--- src/rtl/pong_pkg.sv ---
// Shared Pong display-path definitions: screen size, default paddle size,
// colour constants, coordinate typedefs and the blitter state encoding.
package pong_pkg;

  localparam int SCREEN_W     = 160;
  localparam int SCREEN_H     = 120;
  localparam int PADDLE_W_DEF = 4;
  localparam int PADDLE_H_DEF = 16;

  localparam logic [2:0] COL_BLACK = 3'b000;
  localparam logic [2:0] COL_WHITE = 3'b111;

  typedef logic [7:0] xcoord_t;
  typedef logic [6:0] ycoord_t;

  // Raster counter widths cover the largest supported paddle (16 x 64).
  typedef logic [3:0] col_t;
  typedef logic [5:0] row_t;

  typedef enum logic [1:0] {
    ST_IDLE = 2'd0,
    ST_DRAW = 2'd1,
    ST_DONE = 2'd2
  } plot_state_e;

  // Debug view of the plotter: FSM state plus "current pixel lies off screen".
  typedef struct packed {
    plot_state_e state;
    logic        offscreen;
  } plot_dbg_t;

endpackage

--- src/rtl/raster_counter.sv ---
// Column/row counter pair for rectangle blitters. Column runs fastest; the
// row advances when the column wraps. 'last' flags the final pixel.
module raster_counter
  import pong_pkg::*;
#(
  parameter int COLS = 4,
  parameter int ROWS = 16
) (
  input  logic clk,
  input  logic rst_n,
  input  logic clear,
  input  logic advance,
  output col_t col,
  output row_t row,
  output logic last
);

  localparam col_t COL_LAST = col_t'(COLS - 1);
  localparam row_t ROW_LAST = row_t'(ROWS - 1);

  col_t col_q, col_d;
  row_t row_q, row_d;

  // Next-count logic: clear wins, otherwise step in raster order and wrap.
  always_comb begin
    col_d = col_q;
    row_d = row_q;
    if (clear) begin
      col_d = '0;
      row_d = '0;
    end else if (advance) begin
      if (col_q == COL_LAST) begin
        col_d = '0;
        row_d = (row_q == ROW_LAST) ? '0 : row_q + row_t'(1);
      end else begin
        col_d = col_q + col_t'(1);
      end
    end
  end

  // Counter registers.
  always_ff @(posedge clk or negedge rst_n) begin
    if (!rst_n) begin
      col_q <= '0;
      row_q <= '0;
    end else begin
      col_q <= col_d;
      row_q <= row_d;
    end
  end

  assign col  = col_q;
  assign row  = row_q;
  assign last = (col_q == COL_LAST) && (row_q == ROW_LAST);

endmodule

--- src/rtl/paddle_plotter.sv ---
// Paddle rasteriser: latches an origin and colour per request and emits one
// pixel per clock over a PADDLE_W x PADDLE_H rectangle to the VGA write port.
// Optional screen-edge clipping is enabled by defining PADDLE_PLOTTER_CLIP_EN.
//
// Handshake: ready is high only in IDLE; a request is accepted on the clock
// edge where go=1 and ready=1. go at any other time is ignored, not queued.
module paddle_plotter
  import pong_pkg::*;
#(
  parameter int PADDLE_W = PADDLE_W_DEF,
  parameter int PADDLE_H = PADDLE_H_DEF,
  parameter int SCREEN_W = pong_pkg::SCREEN_W,
  parameter int SCREEN_H = pong_pkg::SCREEN_H
) (
  input  logic      CLOCK_50,
  input  logic      resetn,
  input  logic      go,
  input  logic [7:0] x_in,
  input  logic [6:0] y_in,
  input  logic [2:0] colour_in,
  output logic      ready,
  output logic [7:0] x,
  output logic [6:0] y,
  output logic [2:0] colour,
  output logic      plot,
  output logic      done,
  output plot_dbg_t dbg
);

  plot_state_e state_q, state_d;
  xcoord_t     ox_q, ox_d;
  ycoord_t     oy_q, oy_d;
  logic [2:0]  colour_q, colour_d;

  col_t col;
  row_t row;
  logic last;
  logic cnt_clear;
  logic cnt_advance;

  logic [8:0] x_sum;
  logic [7:0] y_sum;
  logic       offscreen;

  raster_counter #(
    .COLS(PADDLE_W),
    .ROWS(PADDLE_H)
  ) u_raster (
    .clk    (CLOCK_50),
    .rst_n  (resetn),
    .clear  (cnt_clear),
    .advance(cnt_advance),
    .col    (col),
    .row    (row),
    .last   (last)
  );

  // Next-state logic: accept in IDLE, sweep the rectangle in DRAW, pulse DONE.
  always_comb begin
    state_d     = state_q;
    ox_d        = ox_q;
    oy_d        = oy_q;
    colour_d    = colour_q;
    cnt_clear   = 1'b0;
    cnt_advance = 1'b0;
    case (state_q)
      ST_IDLE: begin
        if (go) begin
          ox_d      = x_in;
          oy_d      = y_in;
          colour_d  = colour_in;
          cnt_clear = 1'b1;
          state_d   = ST_DRAW;
        end
      end
      ST_DRAW: begin
        cnt_advance = 1'b1;
        if (last) state_d = ST_DONE;
      end
      ST_DONE: state_d = ST_IDLE;
      default: state_d = ST_IDLE;
    endcase
  end

  // State and request registers; reset aborts any draw in progress.
  always_ff @(posedge CLOCK_50 or negedge resetn) begin
    if (!resetn) begin
      state_q  <= ST_IDLE;
      ox_q     <= '0;
      oy_q     <= '0;
      colour_q <= '0;
    end else begin
      state_q  <= state_d;
      ox_q     <= ox_d;
      oy_q     <= oy_d;
      colour_q <= colour_d;
    end
  end

  // Sums keep one extra bit so the off-screen test sees the true coordinate;
  // the pixel outputs show the truncated (wrapped) value.
  assign x_sum     = {1'b0, ox_q} + {5'b0, col};
  assign y_sum     = {1'b0, oy_q} + {2'b0, row};
  assign offscreen = (x_sum >= 9'(SCREEN_W)) || (y_sum >= 8'(SCREEN_H));

  // Outputs decode registers only, so nothing combinational leaks from go/x_in.
  assign ready  = (state_q == ST_IDLE);
  assign done   = (state_q == ST_DONE);
  assign x      = x_sum[7:0];
  assign y      = y_sum[6:0];
  assign colour = colour_q;
`ifdef PADDLE_PLOTTER_CLIP_EN
  assign plot   = (state_q == ST_DRAW) && !offscreen;
`else
  assign plot   = (state_q == ST_DRAW);
`endif

  assign dbg.state     = state_q;
  assign dbg.offscreen = offscreen;

endmodule

--- config.mk ---
export PLATFORM = sky130hd
export DESIGN_NAME = paddle_plotter
export DESIGN_NICKNAME = d
export VERILOG_FILES = /design/src/rtl/pong_pkg.sv /design/src/rtl/raster_counter.sv /design/src/rtl/paddle_plotter.sv
export SDC_FILE = /design/constraint.sdc
export NUM_CORES = 1
export LEC_CHECK = 0
export ABC_CLOCK_PERIOD_IN_PS = 7100
export CAP_MARGIN = 20
export CORE_AREA = 2 2 55 109
export CTS_CLUSTER_SIZE = 25
export DETAILED_ROUTE_END_ITERATION = 8
export DIE_AREA = 0 0 57 111
export GPL_TIMING_DRIVEN = 0
export PLACE_DENSITY_LB_ADDON = 0.25
export SLEW_MARGIN = 10
export SYNTH_ARGS = -nofsm -noshare
export SYNTH_HDL_FRONTEND = slang
export SYNTH_SLANG_ARGS = --single-unit
--- constraint.sdc ---
create_clock -name CLOCK_50 -period 7.1 [get_ports CLOCK_50]
set_clock_uncertainty 0.05 [all_clocks]
set_input_delay 1.065 -clock CLOCK_50 [delete_from_list [all_inputs] [get_ports CLOCK_50]]
set_output_delay 1.065 -clock CLOCK_50 [all_outputs]
set_load 0.02 [all_outputs]
==> results.cfg <==
[setup_path]
rr_worst_depth = 6
timing.rr.start = u_raster.col[0]
r2r_end = u_raster.row[5]
critPathLaunchType = flip-flop
cp.required_ns = 5.98
criticalPathCategory = reg -> out
rrSetupSlack_ns = 5.22
critical_path_peak_fanout = 5
end_kind = output pin
crit_arrival_ns = 3.20

[floorplan]
start_util_pct = 32.7
rows = 39
dieWidth_um = 57
die-area_um2 = 6330
die_h_um = 111
core-area_um2 = 5560
ios = 45

[layout]
seq_area_um2 = 751
drive_above_1_share_pct = 6.15
multiInputGateArea_um2 = 1020
fillers = 577
fin_area_um2 = 2480
syn_to_final_growth_pct = 36.2
antenna-diode-count = 0
nNetsFinal = 294

[min_path]
hp-start = colour[1]
hold_path_end = colour[1]
hold_class = reg -> reg
whs_path_depth = 2

[detailed_routing]
vias_per_cell = 5.04
post_drt_wl_per_cell_um = 13.7
drc = 0
wl_mm = 4.38
drt_iter0_markers = 35
antenna_left = 0
vias = 1619
first_pass_iters = 5

[place]
post_dp_cell_area_um2 = 2330
io_buffers = 44
place_hpwl_mm = 3.32
gp_congestion = 0.785

[sta]
rsz0062_at_grt = false
finalCritPeriodShare_pct = 60.8
worst_slew_pin_slew_ns = 0.697
slew_headroom_pct = 53.6
fin_crit_ns = 4.32
hold_viol = 0
drv_slew = 0
fmaxAchievable_mhz = 232
tns_ns = 0
setup_viol = 0

[global_routing]
overflow = 0
grtUsageTotal_pct = 15.5
grt_pass1_vias = 1737
grt_max_degree = 31
grt_pass1_wl_mm = 7.83
antenna_found_initial = 0

[pwr]
vdd_drop_max_mv = 0.208
p_leak_nw = 1.15
power.density_nw_per_um2 = 271

[clocking]
cts.repair.resized = 0
cts_buffers = 5
h-tree-depth = 2
cts_tree = done
postCtsHoldBufs = 0
cts_setup_buffers = 0
cts_sinks = 30
cts_buffer_depth = 2
insertion_delay_ns = 0.28
clk_pin_slew_ns = 0.05
cts_root_buf = clkbuf_16

[yosys]
syn_inst = 208
syn_nets = 243
ys_seq_area_share_pct = 41.2
yosysWarnings = 0
synth.distinct_cells = 41
syn_avg_cell_area_um2 = 8.75
mappedNetlistArea_um2 = 1820
ys_ff_latch = 30

[flow_run]
drv_cap = 0

[run_status]
status = finished, final reports clean
-- critical path, cell delays in order, from the launching register on --
cell,delay [ns]
dfrtp_1,0.41
ha_1,0.23
inv_1,0.07
fa_1,0.40
nand2b_1,0.17
a21oi_1,0.38
xor2_1,0.13
o21a_1,0.21
a211o_1,0.28
buf_4,0.12
clkdlybuf4s50_1,0.52
-- through the flow --
stage / utilization, % / std cells / hold WS (ns) / setup WS [ns] / total power, W
after floorplan: - / 208 / 0.402 / 3.67 / 0.000363
after global placement: 42.0 / 313 / 0.414 / 3.11 / 0.000460
after detailed placement: 41.9 / 313 / 0.423 / 3.06 / 0.000464
after CTS: 44.6 / 321 / 0.436 / 2.76 / 0.000682
after global routing: 44.6 / 321 / 0.456 / 2.59 / 0.000716
final: 44.6 / 321 / 0.431 / 2.78 / 0.000672
-- flip-flops by register name, summed over array words and instances (netlist names) --
name / flops
state_q: 2
ox_q: 8
u_raster.row: 6
colour: 3
u_raster.col: 4
oy_q: 7
-- layout by cell type, fill, tap and decap left out, drive strengths merged, types with 2 or more instances in the layout --
| cell | count |
|---|---|
| ha | 12 |
| a21o | 2 |
| o31ai | 2 |
| and3 | 3 |
| a21oi | 9 |
| nand2b | 3 |
| inv | 7 |
| a211oi | 3 |
| clkbuf | 11 |
| o21a | 2 |
| buf | 2 |
| o21ai | 11 |
| xnor2 | 3 |
| or3b | 2 |
| xor2 | 11 |
| nor3b | 2 |
| clkdlybuf4s50 | 43 |
| nor2 | 12 |
| nor3 | 3 |
| o211ai | 2 |
| nand2 | 60 |
| nand3 | 8 |
| fa | 2 |
| dfrtp | 30 |
-- synthesized netlist by cell type, drive strengths merged --
cell type,count,share of area [%]
nor3b,2,1.1
a21oi,9,2.7
o21a,2,0.82
inv,7,1.4
xnor2,3,1.4
or4b,1,0.55
nor3,3,0.82
nor2b,1,0.34
nand2b,3,1.2
or3,1,0.34
and3b,1,0.48
and2,1,0.34
a32oi,1,0.48
dfrtp,30,41
nand4b,1,0.48
nor2,12,2.5
ha,12,8.2
o2111ai,1,0.82
nand3,8,2.2
o22ai,1,0.34
nor4,1,0.34
buf,1,0.41
xor2,11,5.3
a211oi,3,1.2
o211ai,2,0.82
a21o,2,0.82
o31ai,2,0.82
clkbuf,4,0.82
o21ai,11,3.2
a22o,1,0.48
nand4,1,0.34
a211o,1,0.48
and4,1,0.48
and3,3,1.0
nand2,60,12
or3b,2,0.96
fa,2,2.2
-- final cells by class --
| cell class | instances | share of cell area (%) |
|---|---|---|
| inverters | 7 | 1.06 |
| clock buffers | 7 | 5.75 |
| plain buffers | 5 | 0.908 |
| flip-flops and latches | 30 | 30.3 |
| multi-input cells | 166 | 41.2 |
| well taps | 61 | 3.08 |
| repair buffers | 44 | 17.6 |
| clock inverters | 1 | 0.202 |
-- report_power, final --
group          switching (W)  internal (W)  leakage (nW)
clock              0.0000733      0.000139        0.0739
combinational       0.000121      0.000116         0.695
sequential         0.0000288      0.000193         0.377
-- worst max-delay path by stage --
stage | startpoint | to | slack (ns) | cells after the start
3_3_place_gp | u_raster.col[0] | dbg[0] | 3.11 | 10
2_1_floorplan | u_raster.row[0] | dbg[0] | 3.67 | 8
5_1_grt | u_raster.col[0] | dbg[0] | 2.59 | 10
6_report | u_raster.col[0] | dbg[0] | 2.78 | 10
4_1_cts | u_raster.col[0] | dbg[0] | 2.76 | 10
3_5_place_dp | u_raster.col[0] | dbg[0] | 3.06 | 10
-- per-layer routing --
layer	vias to the layer above	track usage, %	share of wire (%)
met1	756	18.9	42
met4	0	6.67	2.3
met3	8	3.38	3.8
li1	816	-	-
met5	-	0	0
met2	39	25.7	52
-- logic make-up after synthesis --
| group | count (synthesis) | synth area share (%) |
|---|---|---|
| adders and majority gates | 14 | 10.4 |
| DFF | 30 | 41.2 |
| AOI/OAI and AO/OA | 36 | 13.1 |
| buffers and inverters | 12 | 2.68 |
| and+or+nand+nor | 102 | 25.8 |
| xor gates and xnor gates | 14 | 6.74 |
Power figures use the tool's default switching activity.
